`src/rtl/sw_to_fw_cmd_decoder.sv`:
```
// Software command decoder: splits the AXI command word into device select, a one-cycle
// op-code strobe and a payload, then captures read data for read-class op codes.
//
// state     | meaning
// ----------+----------------------------------------------------------------
// S_IDLE    | waiting for sw_write_valid; command word captured on acceptance
// S_DECODE  | check dev_id/op_code; drive select and payload or flag error
// S_STROBE  | fw_op_code_pulse high for this single cycle
// S_WAIT_RD | read latency down-counter running
// S_CAPTURE | sample selected read-data slice into sw_read_data32
module sw_to_fw_cmd_decoder #(
   parameter int NUM_FW     = 15,
   parameter int RD_LATENCY = 2,
   parameter int DROP_CNT_W = 8
) (
   input  logic                  fw_clk,
   input  logic                  fw_rst,
   input  logic [31:0]           sw_write32_0,
   input  logic                  sw_write_valid,
   output logic [NUM_FW-1:0]     fw_dev_id_enable,
   output logic [15:0]           fw_op_code_pulse,
   output logic [23:0]           sw_write24_0,
   input  logic [32*NUM_FW-1:0]  fw_read_data32_all,
   input  logic [32*NUM_FW-1:0]  fw_read_status32_all,
   output logic [31:0]           sw_read_data32,
   output logic [31:0]           sw_read_status32,
   output logic                  cmd_busy,
   output logic                  cmd_error,
   output logic [DROP_CNT_W-1:0] cmd_drop_cnt
);

   typedef enum logic [2:0] {
      S_IDLE,
      S_DECODE,
      S_STROBE,
      S_WAIT_RD,
      S_CAPTURE
   } state_t;

   localparam logic [3:0] WAIT_LOAD = 4'(RD_LATENCY - 1);

   state_t                state_q, state_d;
   logic [31:0]           cmd_q, cmd_d;
   logic [3:0]            cnt_q, cnt_d;
   logic [NUM_FW-1:0]     dev_en_q, dev_en_d;
   logic [15:0]           pulse_q, pulse_d;
   logic [23:0]           wr24_q, wr24_d;
   logic [31:0]           rd_data_q, rd_data_d;
   logic [31:0]           rd_status_q, rd_status_d;
   logic                  error_q, error_d;
   logic [DROP_CNT_W-1:0] drop_q, drop_d;

   logic [3:0]            dev_id;
   logic [3:0]            op_code;
   logic                  cmd_ok;
   logic                  is_read;
   logic [NUM_FW-1:0]     dev_onehot;
   logic [31:0]           sel_data;
   logic [31:0]           sel_status;

   assign dev_id  = cmd_q[31:28];
   assign op_code = cmd_q[27:24];
   assign cmd_ok  = (dev_id != 4'd0) && (int'(dev_id) <= NUM_FW) && (op_code != 4'hF);
   assign is_read = op_code inside {4'h2, 4'h4, 4'h6, 4'h8, 4'hA, 4'hB, 4'hC};

   always_comb begin
      dev_onehot = '0;
      for (int i = 0; i < NUM_FW; i++) begin
         dev_onehot[i] = (dev_id == 4'(i + 1));
      end
   end

   // Held select is one-hot, so OR-ing the enabled slices is a clean mux.
   always_comb begin
      sel_data   = '0;
      sel_status = '0;
      for (int i = 0; i < NUM_FW; i++) begin
         if (dev_en_q[i]) begin
            sel_data   = sel_data   | fw_read_data32_all[32*i +: 32];
            sel_status = sel_status | fw_read_status32_all[32*i +: 32];
         end
      end
   end

   always_comb begin
      state_d     = state_q;
      cmd_d       = cmd_q;
      cnt_d       = cnt_q;
      dev_en_d    = dev_en_q;
      pulse_d     = '0;
      wr24_d      = wr24_q;
      rd_data_d   = rd_data_q;
      rd_status_d = sel_status;
      error_d     = error_q;
      drop_d      = drop_q;

      unique case (state_q)
         S_IDLE: begin
            if (sw_write_valid) begin
               cmd_d   = sw_write32_0;
               state_d = S_DECODE;
            end
         end
         S_DECODE: begin
            if (cmd_ok) begin
               dev_en_d = dev_onehot;
               wr24_d   = cmd_q[23:0];
               pulse_d  = 16'h0001 << op_code;
               if (op_code == 4'hD) begin
                  error_d = 1'b0;
               end
               state_d = S_STROBE;
            end else begin
               error_d = 1'b1;
               state_d = S_IDLE;
            end
         end
         S_STROBE: begin
            if (!is_read) begin
               state_d = S_IDLE;
            end else if (WAIT_LOAD == 4'd0) begin
               state_d = S_CAPTURE;
            end else begin
               cnt_d   = WAIT_LOAD;
               state_d = S_WAIT_RD;
            end
         end
         S_WAIT_RD: begin
            cnt_d = cnt_q - 4'd1;
            if (cnt_d == 4'd0) begin
               state_d = S_CAPTURE;
            end
         end
         S_CAPTURE: begin
            rd_data_d = sel_data;
            state_d   = S_IDLE;
         end
         default: state_d = S_IDLE;
      endcase

      // Any strobe outside IDLE, including the last busy cycle, is dropped.
      if (sw_write_valid && (state_q != S_IDLE) && (drop_q != {DROP_CNT_W{1'b1}})) begin
         drop_d = drop_q + 1'b1;
      end
   end

   always_ff @(posedge fw_clk) begin
      if (fw_rst) begin
         state_q     <= S_IDLE;
         cmd_q       <= '0;
         cnt_q       <= '0;
         dev_en_q    <= '0;
         pulse_q     <= '0;
         wr24_q      <= '0;
         rd_data_q   <= '0;
         rd_status_q <= '0;
         error_q     <= 1'b0;
         drop_q      <= '0;
      end else begin
         state_q     <= state_d;
         cmd_q       <= cmd_d;
         cnt_q       <= cnt_d;
         dev_en_q    <= dev_en_d;
         pulse_q     <= pulse_d;
         wr24_q      <= wr24_d;
         rd_data_q   <= rd_data_d;
         rd_status_q <= rd_status_d;
         error_q     <= error_d;
         drop_q      <= drop_d;
      end
   end

   assign fw_dev_id_enable = dev_en_q;
   assign fw_op_code_pulse = pulse_q;
   assign sw_write24_0     = wr24_q;
   assign sw_read_data32   = rd_data_q;
   assign sw_read_status32 = rd_status_q;
   assign cmd_busy         = (state_q != S_IDLE);
   assign cmd_error        = error_q;
   assign cmd_drop_cnt     = drop_q;

endmodule

```
`config.mk`:
```
export PLATFORM = sky130hd
export DESIGN_NAME = sw_to_fw_cmd_decoder
export DESIGN_NICKNAME = d
export VERILOG_FILES = /design/src/rtl/sw_to_fw_cmd_decoder.sv
export SDC_FILE = /design/constraint.sdc
export NUM_CORES = 1
export LEC_CHECK = 0
export CORE_AREA = 8 8 431 433
export CTS_CLUSTER_SIZE = 20
export DETAILED_ROUTE_END_ITERATION = 16
export DIE_AREA = 0 0 439 441
export GPL_TIMING_DRIVEN = 0
export PLACE_DENSITY = 0.31
export SKIP_LAST_GASP = 1
export SLEW_MARGIN = 20
export SYNTH_ARGS = -nofsm -noshare
export SYNTH_HDL_FRONTEND = slang
export SYNTH_SLANG_ARGS = --single-unit
```
`constraint.sdc`:
```
create_clock -name fw_clk -period 5.4 [get_ports fw_clk]
set_clock_uncertainty 0.2 [all_clocks]
set_input_delay 1.62 -clock fw_clk [delete_from_list [all_inputs] [get_ports fw_clk]]
set_output_delay 1.62 -clock fw_clk [all_outputs]
set_load 0.01 [all_outputs]
```
After elaboration in Yosys (flattened, before gate mapping):

Cells that the tools add are included.

* flip-flop bits (word level): 167
* input port bits: 995
* output and inout bits: 129
* word-level logic and storage cells: 130

* add/sub/neg operators: 2
* equal/unequal tests: 33
* shift-type cells: 1
* muxes and demuxes: 39
* bitwise gates (word level): 30
* reductions and logical operators: 15

Operators with widths (number)
* 32-bit 2-to-1 mux: 30
* 32-bit OR: 28
* 4-bit == test (second input constant): 13
* 4-bit by 3-bit == test with 1-bit output (second input constant): 6
* 1-bit by 4-bit << shifter with 16-bit output (first input constant): 1
* 4-bit by 2-bit == test with 1-bit output (second input constant): 3
* 3-bit one-hot mux with 4 select lines: 1
* 2-bit AND reduction: 5
* 8-bit by 1-bit adder with 8-bit output (second input constant): 1
* 8-bit != test (second input constant): 1
* 4-bit one-hot mux with 2 select lines: 1
* 7-bit nonzero test: 1
* 3-bit by 2-bit == test with 1-bit output (second input constant): 2
* 3-bit 2-to-1 mux: 2
* 2-bit != test (second input constant): 3
* 4-bit by 1-bit == test with 1-bit output (second input constant): 1
* 4-bit zero test: 1
* 2-bit 2-to-1 mux: 2
* 4-bit 2-to-1 mux: 1
* 4-bit != test (second input constant): 1
* 4-bit nonzero test: 1
* 4-bit by 1-bit subtractor with 4-bit output (second input constant): 1
* 3-bit by 1-bit == test with 1-bit output (second input constant): 1
* 3-bit == test (second input constant): 1
* other kinds (8): 12

Logic depth before layout (Yosys ltp):

* depth after elaboration: 29
* depth in mapped cells: 7
* gate-level depth less buffers: 6

Worst setup path before layout:

No wires, ideal clock.

* kind: input port to flip-flop
* start point: in fw_rst
* end point: reg cmd_q[0]
* library setup time: 132 ps
* arrival time: 2469 ps
* required time: 5068 ps
* setup slack: 2599 ps
* stages on the path: 4
* path buffers: 3
* cells stage by stage: clkbuf_1 -> clkbuf_1 -> clkbuf_1 -> a21oi_1

RTL lines
* from (decl): RTL line 17 `input logic fw_rst,`
* to (signal assigned): RTL line 161 `cmd_q <= cmd_d;`
* to (decl): RTL line 43 `logic [31:0] cmd_q, cmd_d;`

No word-level cell between the ends.

Worst setup path after layout:

* start point: reg state_q[2]
* end point: out cmd_busy

* word-level cells in the longest chain between the ends: 1

Ends and longest elaborated chain
* from (decl): RTL line 42 `state_t state_q, state_d;`
* from (signal assigned): RTL line 160 `state_q <= state_d;`
* 3-bit nonzero test: RTL line 178 `assign cmd_busy = (state_q != S_IDLE);`
* to (decl): RTL line 27 `output logic cmd_busy,`

Every way passes these cells.

==> results.cfg <==
[outcome]
status = finished clean

[synthesis]
syn_inst = 1341
yosys.cell_types.count = 51
synth_area_um2 = 10500
synth_top_flop_cell = dfxtp_1
ys_seq_elements = 167
ys_async_sr_fraction_pct = 0
syn_avg_cell_area_um2 = 7.86
synth_seq_area_share_pct = 31.7
yosysWarnings = 0
synth_nets = 2339
synth_edf_count = 0

[min_path]
hold_depth = 2
hp-class = register to register
whs_endpoint = sw_write24_0[14]$_SDFFE_PP0P_
hold_start = cmd_q[14]$_SDFFE_PP0P_

[die]
start_util_pct = 5.88
die_area_um2 = 194000
core_area_um2 = 179000
die_h_um = 441
rows = 156
top_level_ports = 1124
die_w_um = 439

[drt]
vias = 18900
wl_met1_um = 79500
drc_errors = 0
first_iter_violations = 2254
highest_layer = met5
wl_met3_um = 20700
firstDrtPassIters = 10
wl_per_cell_um = 43.3
wl_um = 215000
viasPerCell = 3.81
ant_nets = 0
wl_met2_um = 110000

[timing]
hold_viol = 0
setup_violations = 0
timing.final.max_slew_violations = 0
rsz0062_at_grt = no
fin_crit_sh_pct = 76.3
maxSlewHeadroom_pct = 17.6
finalCriticalPeriod_ns = 4.12
tightestPinTransition_ns = 1.23
max_freq_mhz = 243

[critical_path]
worstSetupPathDepth = 4
worstRegToRegCells = 5
arrival_ns = 2.30
cp_max_fo = 9
r2r_start = fw_dev_id_enable[4]$_SDFFE_PP0P_
rr_endpoint = sw_read_status32[26]$_SDFF_PP0_
crit_path_top_delay_cell = clkdlybuf4s50_1
cp-end-kind = primary output
path_cells = buf_2, nor3_1, inv_1, clkdlybuf4s50_1
path_class = register to primary output
r2r_slack_ns = 1.52
startpoint = state_q[2]$_SDFFE_PP0P_
start_kind = register
critPathMaxStageDelay_ns = 0.59
timing.critical_path.max_delay_family = buffers and inverters
required_ns = 3.58
path_buf_inv = 3

[final_layout]
final_nets = 3533
final_layout_size_suffix_gt1_share_pct = 7.50
final_core_util_pct = 15.0
multi_input_area_um2 = 6600
seq_area_um2 = 3340
syn_to_final_growth_pct = 154
design_area_um2 = 26800
n_fill_cell = 20500

[clock_network]
clk_pin_slew_ns = 0.09
cts_buffers = 17
clk_latency_ns = 0.56
clk_path_buf_depth = 2
hold_buffers = 0
cts_tree = built
root_buffer = clkbuf_16
h-tree-depth = 4
cts_setup_buffers = 0
cts-resized-gates = 0
cts_sinks = 167

[power]
power.density_nw_per_um2 = 143
power_uw = 3840
leakage_uw = 0.00871
vdd_drop_max_v = 0.000213

[placed_design]
finalWeightedCongestion = 0.872
io_buffers = 1123
dp_hpwl_um = 189000
placed_area_um2 = 26100

[flow_run]
cap_violations = 0

[global_route]
antenna_found_initial = 171
grt_pass1_vias = 18600
grt_use_total_pct = 21.0
grt_max_degree = 20
overflow = 0
grt_pass1_wl_um = 253000
[placed cells by master (no fill, tap or decap), types with 4 or more instances in the layout]
cell type | netlist | routed
a21oi_1 | 76 | 76
a221oi_1 | 64 | 64
a222oi_1 | 64 | 64
a22o_1 | 64 | 64
a22oi_1 | 256 | 256
a31oi_1 | 35 | 35
and3_1 | 36 | 36
buf_1 | 37 | 13
buf_12 | 0 | 13
buf_16 | 0 | 34
buf_2 | 10 | 34
buf_4 | 5 | 10
clkbuf_1 | 98 | 39
clkbuf_16 | 0 | 17
clkbuf_2 | 0 | 59
clkdlybuf4s50_1 | 0 | 1123
dfxtp_1 | 167 | 167
diode_2 | 0 | 43
inv_1 | 4 | 4
inv_8 | 0 | 5
nand2_1 | 178 | 178
nand2b_1 | 6 | 6
nand3_1 | 36 | 36
nand3b_1 | 4 | 4
nand4_1 | 14 | 14
nor2_1 | 52 | 52
nor3_1 | 52 | 52
nor4_1 | 26 | 24
o21ai_0 | 4 | 4
or3_1 | 10 | 10
or4_1 | 6 | 6
[how the worst max path moves through the flow]
stage,end,slack [ns]
6_report,cmd_busy,1.28
5_1_grt,fw_dev_id_enable[10]$_SDFFE_PP0P_,1.00
3_3_place_gp,sw_read_status32[21]$_SDFF_PP0_,-0.29
2_1_floorplan,cmd_q[0]$_SDFFE_PP0P_,2.60
4_1_cts,fw_dev_id_enable[14]$_SDFFE_PP0P_,0.86
3_5_place_dp,fw_dev_id_enable[14]$_SDFFE_PP0P_,0.23
[through the flow]
stage | std cells | hold slack (ns) | TNS (ns) | setup slack, ns
final | 4961 | 0.257 | 0 | 1.28
after global routing | 4930 | 0.271 | 0 | 1.00
after CTS | 4918 | 0.259 | 0 | 0.857
after detailed placement | 4886 | 0.246 | 0 | 0.229
after global placement | 4834 | 0.242 | -0.632 | -0.286
after floorplan | 1341 | 0.232 | 0 | 2.60
[synthesized netlist by cell type (2+ instances only)]
| library cell | number | area share (%) |
|---|---|---|
| a22oi_1 | 256 | 18 |
| nand2_1 | 178 | 6.3 |
| dfxtp_1 | 167 | 32 |
| clkbuf_1 | 98 | 3.5 |
| a21oi_1 | 76 | 3.6 |
| a221oi_1 | 64 | 5.3 |
| a222oi_1 | 64 | 6.1 |
| a22o_1 | 64 | 5.3 |
| nor2_1 | 52 | 1.9 |
| nor3_1 | 52 | 2.5 |
| buf_1 | 37 | 1.3 |
| and3_1 | 36 | 2.1 |
| nand3_1 | 36 | 1.7 |
| a31oi_1 | 35 | 2.1 |
| nor4_1 | 26 | 1.5 |
| nand4_1 | 14 | 0.83 |
| buf_2 | 10 | 0.47 |
| or3_1 | 10 | 0.59 |
| nand2b_1 | 6 | 0.36 |
| or4_1 | 6 | 0.43 |
| buf_4 | 5 | 0.36 |
| inv_1 | 4 | 0.14 |
| nand3b_1 | 4 | 0.28 |
| o21ai_0 | 4 | 0.19 |
| ha_1 | 3 | 0.36 |
| xnor2_1 | 3 | 0.25 |
| a211oi_1 | 2 | 0.14 |
| a311oi_1 | 2 | 0.17 |
| and2_1 | 2 | 0.12 |
| o21bai_1 | 2 | 0.14 |
| or4_4 | 2 | 0.21 |
| xor2_1 | 2 | 0.17 |
[where the power goes]
group | leakage (µW) | internal [µW] | switching (µW) | total (µW)
sequential | 0.00135 | 1260 | 22.8 | 1280
clock | 0.000286 | 627 | 811 | 1440
combinational | 0.00707 | 720 | 397 | 1120
[per-layer routing]
layer,vias to the layer above,global-route usage (%)
met3,268,8.29
met5,-,0
met4,90,4.47
met1,9407,23.1
met2,1236,38.1
li1,7912,-
[worst min-delay path, stage by stage, from the launching register on]
cell	delay [ns]
dfxtp_1	0.32
nand2_1	0.05
a21oi_1	0.05
[sequential cells by signal (all words and copies together), names as in the netlist]
register,cells
sw_read_status32,32
cmd_drop_cnt,8
cnt_q,4
fw_dev_id_enable,15
cmd_error,1
sw_read_data32,32
fw_op_code_pulse,16
sw_write24_0,24
cmd_q,32
state_q,3
[final cells by class]
| type | instances | share of cell area, % |
|---|---|---|
| Clock buffer | 17 | 1.59 |
| Antenna cell | 43 | 0.402 |
| Tap cell | 2370 | 11.1 |
| Inverter | 4 | 0.0560 |
| Clock inverter | 15 | 0.640 |
| Multi-Input combinational cell | 1020 | 24.6 |
| Buffer | 150 | 2.61 |
| Sequential cell | 167 | 12.5 |
| Timing Repair Buffer | 1175 | 46.5 |
[kinds of logic after synthesis]
group                    count (synthesis)  share of synthesized area, %
other                                    1                        0.0356
AND/OR/NAND/NOR                        431                          19.5
adder cells (fa/ha/maj)                  3                         0.356
flip-flops                             167                          31.7
multiplexers                             1                        0.0950
buffers and inverters                  154                          5.78
AO/OA/AOI/OAI                          579                          42.1
XOR/XNOR                                 5                         0.416
Power figures use the tool's default switching activity.
